===== src/rtl/multicycle_ctrl_v2_if.sv =====
// Control/status bundle between the multicycle MIPS controller and its datapath.
// master = controller side, slave = datapath side.
interface multicycle_ctrl_v2_if #(
    parameter int unsigned OP_W = 6
);
    // Datapath status into the controller
    logic [OP_W-1:0] opcode;
    logic            zero;
    logic            mem_ready;

    // Control strobes out of the controller
    logic            alusrcA;
    logic [1:0]      alusrcB;
    logic [1:0]      aluop;
    logic            memread;
    logic            memwrite;
    logic            IorD;
    logic            IR_write;
    logic            regwrite;
    logic [1:0]      regdst;
    logic [1:0]      memtoreg;
    logic [1:0]      pcsrc;
    logic            pc_en;
    logic            illegal;
    logic            busy;
    logic [3:0]      state;

    modport master (
        input  opcode, zero, mem_ready,
        output alusrcA, alusrcB, aluop, memread, memwrite, IorD, IR_write,
               regwrite, regdst, memtoreg, pcsrc, pc_en, illegal, busy, state
    );

    modport slave (
        output opcode, zero, mem_ready,
        input  alusrcA, alusrcB, aluop, memread, memwrite, IorD, IR_write,
               regwrite, regdst, memtoreg, pcsrc, pc_en, illegal, busy, state
    );
endinterface


===== src/rtl/multicycle_ctrl_v2.sv =====
// Multicycle MIPS control unit for a shared-memory datapath. Moore FSM with
// registered outputs; only the fetch-completion strobes (IR_write, PC write)
// and the branch PC enable are combined with live inputs.
module multicycle_ctrl_v2 #(
    parameter int unsigned OP_W          = 6,
    parameter bit          MEM_HANDSHAKE = 1'b1,
    parameter int unsigned MEM_LAT       = 1,
    parameter bit          ENABLE_JAL    = 1'b1
) (
    input logic                  clk,
    input logic                  reset,
    multicycle_ctrl_v2_if.master bus
);

    typedef enum logic [3:0] {
        S_RESET    = 4'd0,
        S_FETCH    = 4'd1,
        S_DECODE   = 4'd2,
        S_MEMADR   = 4'd3,
        S_MEMRD    = 4'd4,
        S_MEMWB    = 4'd5,
        S_MEMWR    = 4'd6,
        S_RTYPE_EX = 4'd7,
        S_RTYPE_WB = 4'd8,
        S_ADDI_EX  = 4'd9,
        S_ADDI_WB  = 4'd10,
        S_BEQ      = 4'd11,
        S_BNE      = 4'd12,
        S_JUMP     = 4'd13,
        S_JAL      = 4'd14,
        S_ILLEGAL  = 4'd15
    } state_e;

    localparam logic [OP_W-1:0] OP_RTYPE = OP_W'(6'b000000);
    localparam logic [OP_W-1:0] OP_LW    = OP_W'(6'b100011);
    localparam logic [OP_W-1:0] OP_SW    = OP_W'(6'b101011);
    localparam logic [OP_W-1:0] OP_BEQ   = OP_W'(6'b000100);
    localparam logic [OP_W-1:0] OP_BNE   = OP_W'(6'b000101);
    localparam logic [OP_W-1:0] OP_ADDI  = OP_W'(6'b001000);
    localparam logic [OP_W-1:0] OP_J     = OP_W'(6'b000010);
    localparam logic [OP_W-1:0] OP_JAL   = OP_W'(6'b000011);

    // A latency of 0 is meaningless; treat it as single-cycle
    localparam int unsigned      LAT      = (MEM_LAT < 1) ? 1 : MEM_LAT;
    localparam int unsigned      CNT_W    = (LAT > 1) ? $clog2(LAT) : 1;
    localparam logic [CNT_W-1:0] CNT_LAST = CNT_W'(LAT - 1);

    state_e           state_q, state_d;
    logic [CNT_W-1:0] wait_cnt;
    logic             mem_rdy;
    logic             pc_write;

    logic             alusrcA_q;
    logic [1:0]       alusrcB_q;
    logic [1:0]       aluop_q;
    logic             memread_q;
    logic             memwrite_q;
    logic             iord_q;
    logic             regwrite_q;
    logic [1:0]       regdst_q;
    logic [1:0]       memtoreg_q;
    logic [1:0]       pcsrc_q;
    logic             illegal_q;
    logic             busy_q;
    logic             fetch_q;
    logic             pc_write_q;
    logic             pc_write_cond_q;
    logic             branch_ne_q;

    // Fixed-latency mode: the counter restarts on every state change, so each
    // memory state sees exactly LAT cycles before completing
    assign mem_rdy = MEM_HANDSHAKE ? bus.mem_ready : (wait_cnt == CNT_LAST);

    // Next-state selection from current state, opcode and memory completion
    always_comb begin
        state_d = state_q;
        case (state_q)
            S_RESET:  state_d = S_FETCH;
            S_FETCH:  if (mem_rdy) state_d = S_DECODE;
            S_DECODE: begin
                case (bus.opcode)
                    OP_RTYPE:     state_d = S_RTYPE_EX;
                    OP_LW, OP_SW: state_d = S_MEMADR;
                    OP_BEQ:       state_d = S_BEQ;
                    OP_BNE:       state_d = S_BNE;
                    OP_ADDI:      state_d = S_ADDI_EX;
                    OP_J:         state_d = S_JUMP;
                    OP_JAL:       state_d = ENABLE_JAL ? S_JAL : S_ILLEGAL;
                    default:      state_d = S_ILLEGAL;
                endcase
            end
            S_MEMADR:   state_d = (bus.opcode == OP_SW) ? S_MEMWR : S_MEMRD;
            S_MEMRD:    if (mem_rdy) state_d = S_MEMWB;
            S_MEMWR:    if (mem_rdy) state_d = S_FETCH;
            S_RTYPE_EX: state_d = S_RTYPE_WB;
            S_ADDI_EX:  state_d = S_ADDI_WB;
            S_MEMWB, S_RTYPE_WB, S_ADDI_WB, S_BEQ, S_BNE, S_JUMP, S_JAL, S_ILLEGAL:
                        state_d = S_FETCH;
            default:    state_d = S_FETCH;
        endcase
    end

    // State, wait counter and Moore outputs decoded from the state being entered
    always_ff @(posedge clk or negedge reset) begin
        if (!reset) begin
            state_q         <= S_RESET;
            wait_cnt        <= '0;
            alusrcA_q       <= 1'b0;
            alusrcB_q       <= 2'b00;
            aluop_q         <= 2'b00;
            memread_q       <= 1'b0;
            memwrite_q      <= 1'b0;
            iord_q          <= 1'b0;
            regwrite_q      <= 1'b0;
            regdst_q        <= 2'b00;
            memtoreg_q      <= 2'b00;
            pcsrc_q         <= 2'b00;
            illegal_q       <= 1'b0;
            busy_q          <= 1'b0;
            fetch_q         <= 1'b0;
            pc_write_q      <= 1'b0;
            pc_write_cond_q <= 1'b0;
            branch_ne_q     <= 1'b0;
        end else begin
            state_q         <= state_d;
            wait_cnt        <= (state_d != state_q) ? '0 : wait_cnt + CNT_W'(1);
            alusrcA_q       <= 1'b0;
            alusrcB_q       <= 2'b00;
            aluop_q         <= 2'b00;
            memread_q       <= 1'b0;
            memwrite_q      <= 1'b0;
            iord_q          <= 1'b0;
            regwrite_q      <= 1'b0;
            regdst_q        <= 2'b00;
            memtoreg_q      <= 2'b00;
            pcsrc_q         <= 2'b00;
            illegal_q       <= 1'b0;
            busy_q          <= (state_d != S_RESET);
            fetch_q         <= 1'b0;
            pc_write_q      <= 1'b0;
            pc_write_cond_q <= 1'b0;
            branch_ne_q     <= 1'b0;
            case (state_d)
                S_FETCH: begin
                    memread_q <= 1'b1;
                    alusrcB_q <= 2'b01;
                    fetch_q   <= 1'b1;
                end
                S_DECODE: alusrcB_q <= 2'b11;
                S_MEMADR, S_ADDI_EX: begin
                    alusrcA_q <= 1'b1;
                    alusrcB_q <= 2'b10;
                end
                S_MEMRD: begin
                    memread_q <= 1'b1;
                    iord_q    <= 1'b1;
                end
                S_MEMWB: begin
                    regwrite_q <= 1'b1;
                    memtoreg_q <= 2'b01;
                end
                S_MEMWR: begin
                    memwrite_q <= 1'b1;
                    iord_q     <= 1'b1;
                end
                S_RTYPE_EX: begin
                    alusrcA_q <= 1'b1;
                    aluop_q   <= 2'b10;
                end
                S_RTYPE_WB: begin
                    regwrite_q <= 1'b1;
                    regdst_q   <= 2'b01;
                end
                S_ADDI_WB: regwrite_q <= 1'b1;
                S_BEQ, S_BNE: begin
                    alusrcA_q       <= 1'b1;
                    aluop_q         <= 2'b01;
                    pcsrc_q         <= 2'b01;
                    pc_write_cond_q <= 1'b1;
                    branch_ne_q     <= (state_d == S_BNE);
                end
                S_JUMP: begin
                    pc_write_q <= 1'b1;
                    pcsrc_q    <= 2'b10;
                end
                // PC already holds PC+4, which is the link value for $31
                S_JAL: begin
                    pc_write_q <= 1'b1;
                    pcsrc_q    <= 2'b10;
                    regwrite_q <= 1'b1;
                    regdst_q   <= 2'b10;
                    memtoreg_q <= 2'b10;
                end
                S_ILLEGAL: illegal_q <= 1'b1;
                default: ;
            endcase
        end
    end

    // Fetch completes only when memory answers, so IR/PC loads wait on mem_rdy
    assign pc_write     = pc_write_q | (fetch_q & mem_rdy);
    assign bus.IR_write = fetch_q & mem_rdy;
    assign bus.pc_en    = pc_write | (pc_write_cond_q & (bus.zero ^ branch_ne_q));

    assign bus.alusrcA  = alusrcA_q;
    assign bus.alusrcB  = alusrcB_q;
    assign bus.aluop    = aluop_q;
    assign bus.memread  = memread_q;
    assign bus.memwrite = memwrite_q;
    assign bus.IorD     = iord_q;
    assign bus.regwrite = regwrite_q;
    assign bus.regdst   = regdst_q;
    assign bus.memtoreg = memtoreg_q;
    assign bus.pcsrc    = pcsrc_q;
    assign bus.illegal  = illegal_q;
    assign bus.busy     = busy_q;
    assign bus.state    = state_q;

endmodule

===== src/flat_wrapper.sv =====
// flat-port wrapper written by rule: the top's interface ports become plain ports
module multicycle_ctrl_v2_flat 
#(
    parameter int unsigned OP_W          = 6,
    parameter bit          MEM_HANDSHAKE = 1'b1,
    parameter int unsigned MEM_LAT       = 1,
    parameter bit          ENABLE_JAL    = 1'b1
)
  (clk, reset, bus_opcode, bus_zero, bus_mem_ready, bus_alusrcA, bus_alusrcB, bus_aluop, bus_memread, bus_memwrite, bus_IorD, bus_IR_write, bus_regwrite, bus_regdst, bus_memtoreg, bus_pcsrc, bus_pc_en, bus_illegal, bus_busy, bus_state);
  multicycle_ctrl_v2_if #(.OP_W(OP_W)) bus_i ();
  input logic clk;
  input logic reset;
  input wire logic [$bits(bus_i.opcode)-1:0] bus_opcode;
  input wire logic [$bits(bus_i.zero)-1:0] bus_zero;
  input wire logic [$bits(bus_i.mem_ready)-1:0] bus_mem_ready;
  output wire logic [$bits(bus_i.alusrcA)-1:0] bus_alusrcA;
  output wire logic [$bits(bus_i.alusrcB)-1:0] bus_alusrcB;
  output wire logic [$bits(bus_i.aluop)-1:0] bus_aluop;
  output wire logic [$bits(bus_i.memread)-1:0] bus_memread;
  output wire logic [$bits(bus_i.memwrite)-1:0] bus_memwrite;
  output wire logic [$bits(bus_i.IorD)-1:0] bus_IorD;
  output wire logic [$bits(bus_i.IR_write)-1:0] bus_IR_write;
  output wire logic [$bits(bus_i.regwrite)-1:0] bus_regwrite;
  output wire logic [$bits(bus_i.regdst)-1:0] bus_regdst;
  output wire logic [$bits(bus_i.memtoreg)-1:0] bus_memtoreg;
  output wire logic [$bits(bus_i.pcsrc)-1:0] bus_pcsrc;
  output wire logic [$bits(bus_i.pc_en)-1:0] bus_pc_en;
  output wire logic [$bits(bus_i.illegal)-1:0] bus_illegal;
  output wire logic [$bits(bus_i.busy)-1:0] bus_busy;
  output wire logic [$bits(bus_i.state)-1:0] bus_state;
  assign bus_i.opcode = bus_opcode;
  assign bus_i.zero = bus_zero;
  assign bus_i.mem_ready = bus_mem_ready;
  assign bus_alusrcA = bus_i.alusrcA;
  assign bus_alusrcB = bus_i.alusrcB;
  assign bus_aluop = bus_i.aluop;
  assign bus_memread = bus_i.memread;
  assign bus_memwrite = bus_i.memwrite;
  assign bus_IorD = bus_i.IorD;
  assign bus_IR_write = bus_i.IR_write;
  assign bus_regwrite = bus_i.regwrite;
  assign bus_regdst = bus_i.regdst;
  assign bus_memtoreg = bus_i.memtoreg;
  assign bus_pcsrc = bus_i.pcsrc;
  assign bus_pc_en = bus_i.pc_en;
  assign bus_illegal = bus_i.illegal;
  assign bus_busy = bus_i.busy;
  assign bus_state = bus_i.state;
  multicycle_ctrl_v2 #(.OP_W(OP_W), .MEM_HANDSHAKE(MEM_HANDSHAKE), .MEM_LAT(MEM_LAT), .ENABLE_JAL(ENABLE_JAL)) u_core (.clk(clk), .reset(reset), .bus(bus_i));
endmodule

===== config.mk =====
export PLATFORM = sky130hd
export DESIGN_NAME = multicycle_ctrl_v2_flat
export DESIGN_NICKNAME = d
export VERILOG_FILES = /design/src/rtl/multicycle_ctrl_v2_if.sv /design/src/rtl/multicycle_ctrl_v2.sv /design/src/flat_wrapper.sv
export SDC_FILE = /design/constraint.sdc
export NUM_CORES = 1
export LEC_CHECK = 0
export ABC_AREA = 1
export ABC_CLOCK_PERIOD_IN_PS = 2100
export CAP_MARGIN = 20
export CORE_UTILIZATION = 50
export CTS_CLUSTER_DIAMETER = 40
export DETAILED_ROUTE_END_ITERATION = 8
export PLACE_DENSITY = 0.8
export SETUP_SLACK_MARGIN = 0.1
export SYNTH_ARGS = -nofsm -noshare
export SYNTH_HDL_FRONTEND = slang
export SYNTH_SLANG_ARGS = --single-unit
export TNS_END_PERCENT = 1

===== constraint.sdc =====
create_clock -name clk -period 2.1 [get_ports clk]
set_input_delay 0.42 -clock clk [delete_from_list [all_inputs] [get_ports clk]]
set_output_delay 0.42 -clock clk [all_outputs]
set_load 0.005 [all_outputs]

==> impl_metrics.tcl <==
set metrics [dict create \
    place_inst 208 \
    start_kind "primary input" \
    final_area_sq_mm 0.00161 \
    cts_tree "yes" \
    holdWs_ps 460 \
    rsz0062_at_grt "yes" \
    start_util_pct 52.7 \
    outcome "finished, final reports clean" \
    p_per_area_mw_per_mm2 1270 \
    ioPinCount 33 \
    grt_overflow 0 \
    layout_worst_path_cycle_share_pct 91.9 \
    cts_buffers 3 \
    wl_per_cell_microns 11.2 \
    io_buffers 32 \
    path_class "in -> out" \
    fill_cells 175 \
    peakVddDrop_mv 0.735 \
    critical_path.max_fanout 2 \
    avgSynthCellArea_sq_um 8.20 \
    fin_skew_ps 2.97 \
    syn_nets 152 \
    cp.arrival_ps 1510 \
    dieArea_sq_mm 0.00253 \
    clockBufferDepth 2 \
    synth_area_sq_mm 0.00116 \
    routed_wl_mm 2.38 \
    clock_sinks 23 \
    setup_viol 0 \
    grt_util_all_layers_pct 20.9 \
    drv_slew 0 \
    die_width_microns 50.3 \
    placed_area_sq_mm 0.00157 \
    remaining_drc_errors 0 \
    r2r-start "u_core.bus.state[1]" \
    dr.pass1.iters 4 \
    ant_nets 0 \
    r2r_cells 10 \
    viasPerCell 4.85 \
    ys_types 24 \
    layout.cells.non_filler 213 \
    clockRootBuffer "clkbuf_4" \
    grt_max_degree 24 \
    dp_hpwl_mm 1.93 \
    fin_util_pct 72.7 \
    grt_antenna_before_repair 0 \
    drv_cap 0 \
    synth_cells 142 \
    antenna_cells 0 \
    drive_above_1_share_pct 21.1 \
    p_total_mw 2.05 \
    period_needed_ps 1930 \
    drt_iter0_drc 17 \
    fmaxAchievable_ghz 0.518 \
    crit_required_ps 1680 \
    grt_pass1_wl_mm 3.86 \
    cts_max_level 1 \
    grt_pass1_vias 933 \
    die_height_microns 50.3 \
    place.gp.congestion 0.882 \
    min_path_type "in -> async" \
    worst_skew_pair.late_latency_ps 300 \
    ys_seq_area_share_pct 49.4 \
    rows 17 \
    reg2reg_to "u_core.bus.alusrcA" \
    clk_pin_slew_ps 120 \
    synth_warnings 0 \
    core_area_sq_mm 0.00221 \
    r2r_slack_ps 340 \
    layout.nets 196 \
    area_delta_synth_final_pct 38.1 \
    vias 1034 \
    p_leak_nw 0.873 \
    finalHoldViolCount 0 \
    synth-seq-cells 23 \
    endpoint_kind "output pin" \
]
-- critical path, cell delays in order --
cell	delay (ps)
clkdlybuf4s50_1	420
o21a_1	180
a211o_1	240
dlygate4sd2_1	250
-- routing by layer --
layer  GRT usage (%)  vias to the layer above  part of all wire [%]
li1                -                      530                     -
met1            23.3                      472                    40
met2            37.1                       26                    55
met3            3.94                        6                   3.3
met4            11.4                        0                   1.9
met5               0                        -                     0
-- per-stage QoR --
| stage | TNS [ps] | worst slack, ps |
|---|---|---|
| after detailed placement | -753 | -171 |
| after CTS | 0 | 108 |
| after global routing | 0 | 84.8 |
| final | 0 | 169 |
| after global placement | -46.0 | -33.7 |
| after floorplan | 0 | 588 |
-- cell type report --
cell class | instances | area (sq um) | share of cell area, %
Multi-Input combinational cell | 93 | 489 | 30.4
Clock buffer | 3 | 22.5 | 1.40
Inverter | 24 | 90.1 | 5.60
Sequential cell | 23 | 576 | 35.8
Tap cell | 28 | 35.0 | 2.18
Clock inverter | 1 | 5.00 | 0.311
Timing Repair Buffer | 41 | 392 | 24.3
-- registers in the layout, summed over array words and instances, names as in the netlist, 2 cells and up --
register and flops:
u_core.bus.state 4, u_core.bus.aluop 2, u_core.bus.alusrcB 2, u_core.bus.memtoreg 2
-- repair_timing --
| item | in CTS | in global routing |
|---|---|---|
| setup endpoints to repair | 1 | 8 |
| hold buffers | 0 | 0 |
| setup buffers | 0 | 1 |
| pin swaps | 0 | 1 |
| resized for setup | 1 | 4 |
-- worst max-delay path by stage --
stage / to / from / cells past startpoint / slack (ps)
after global routing: u_core.bus.alusrcA / bus_opcode[3] / 14 / 80
final: bus_pc_en / bus_zero / 4 / 170
after global placement: u_core.bus.alusrcA / bus_opcode[4] / 13 / -30
after CTS: bus_IR_write / bus_mem_ready / 4 / 110
after detailed placement: u_core.bus.alusrcA / bus_opcode[3] / 13 / -170
after floorplan: u_core.bus.alusrcA / bus_opcode[3] / 12 / 590
-- cells in the mapped netlist (all sizes together) --
cell	number	area share (%)
o21a	1	0.64
a21oi	1	0.43
o211a	1	0.86
nor2	29	11
buf	2	1.3
o21ai	4	2.4
nand2	33	13
nor4	2	2.4
a211o	1	0.75
nand4	3	1.6
dfrtp	23	49
a31oi	1	0.54
and3	1	0.54
inv	24	7.7
conb	1	0.32
nand3	15	7.3
-- cells in the final DEF (no fill, tap or decap), drive strengths merged --
master	instances
clkdlybuf4s50	29
conb	1
and3	1
buf	9
a211o	1
o21a	1
nand3	15
a31oi	1
inv	24
a21oi	1
dlygate4sd2	1
o21ai	4
nor2	29
o211a	1
dfrtp	23
nor4	2
clkbuf	3
clkinv	1
dlymetal6s2s	2
nand2	33
nand4	3
-- kinds of logic (layout without fill, tap and decap cells) --
family | count (synthesis) | after routing | share of synthesized area (%)
AO/OA/AOI/OAI | 9 | 9 | 5.59
buffers and inverters | 26 | 69 | 9.02
AND/OR/NAND/NOR | 83 | 83 | 35.7
flip-flops | 23 | 23 | 49.4
other | 1 | 1 | 0.322
-- power by group --
part | switching, mW | internal [mW]
Combinational | 0.624 | 0.554
Clock | 0.124 | 0.0711
Sequential | 0.0926 | 0.583
Note: power is estimated with default switching activity, not from simulation.
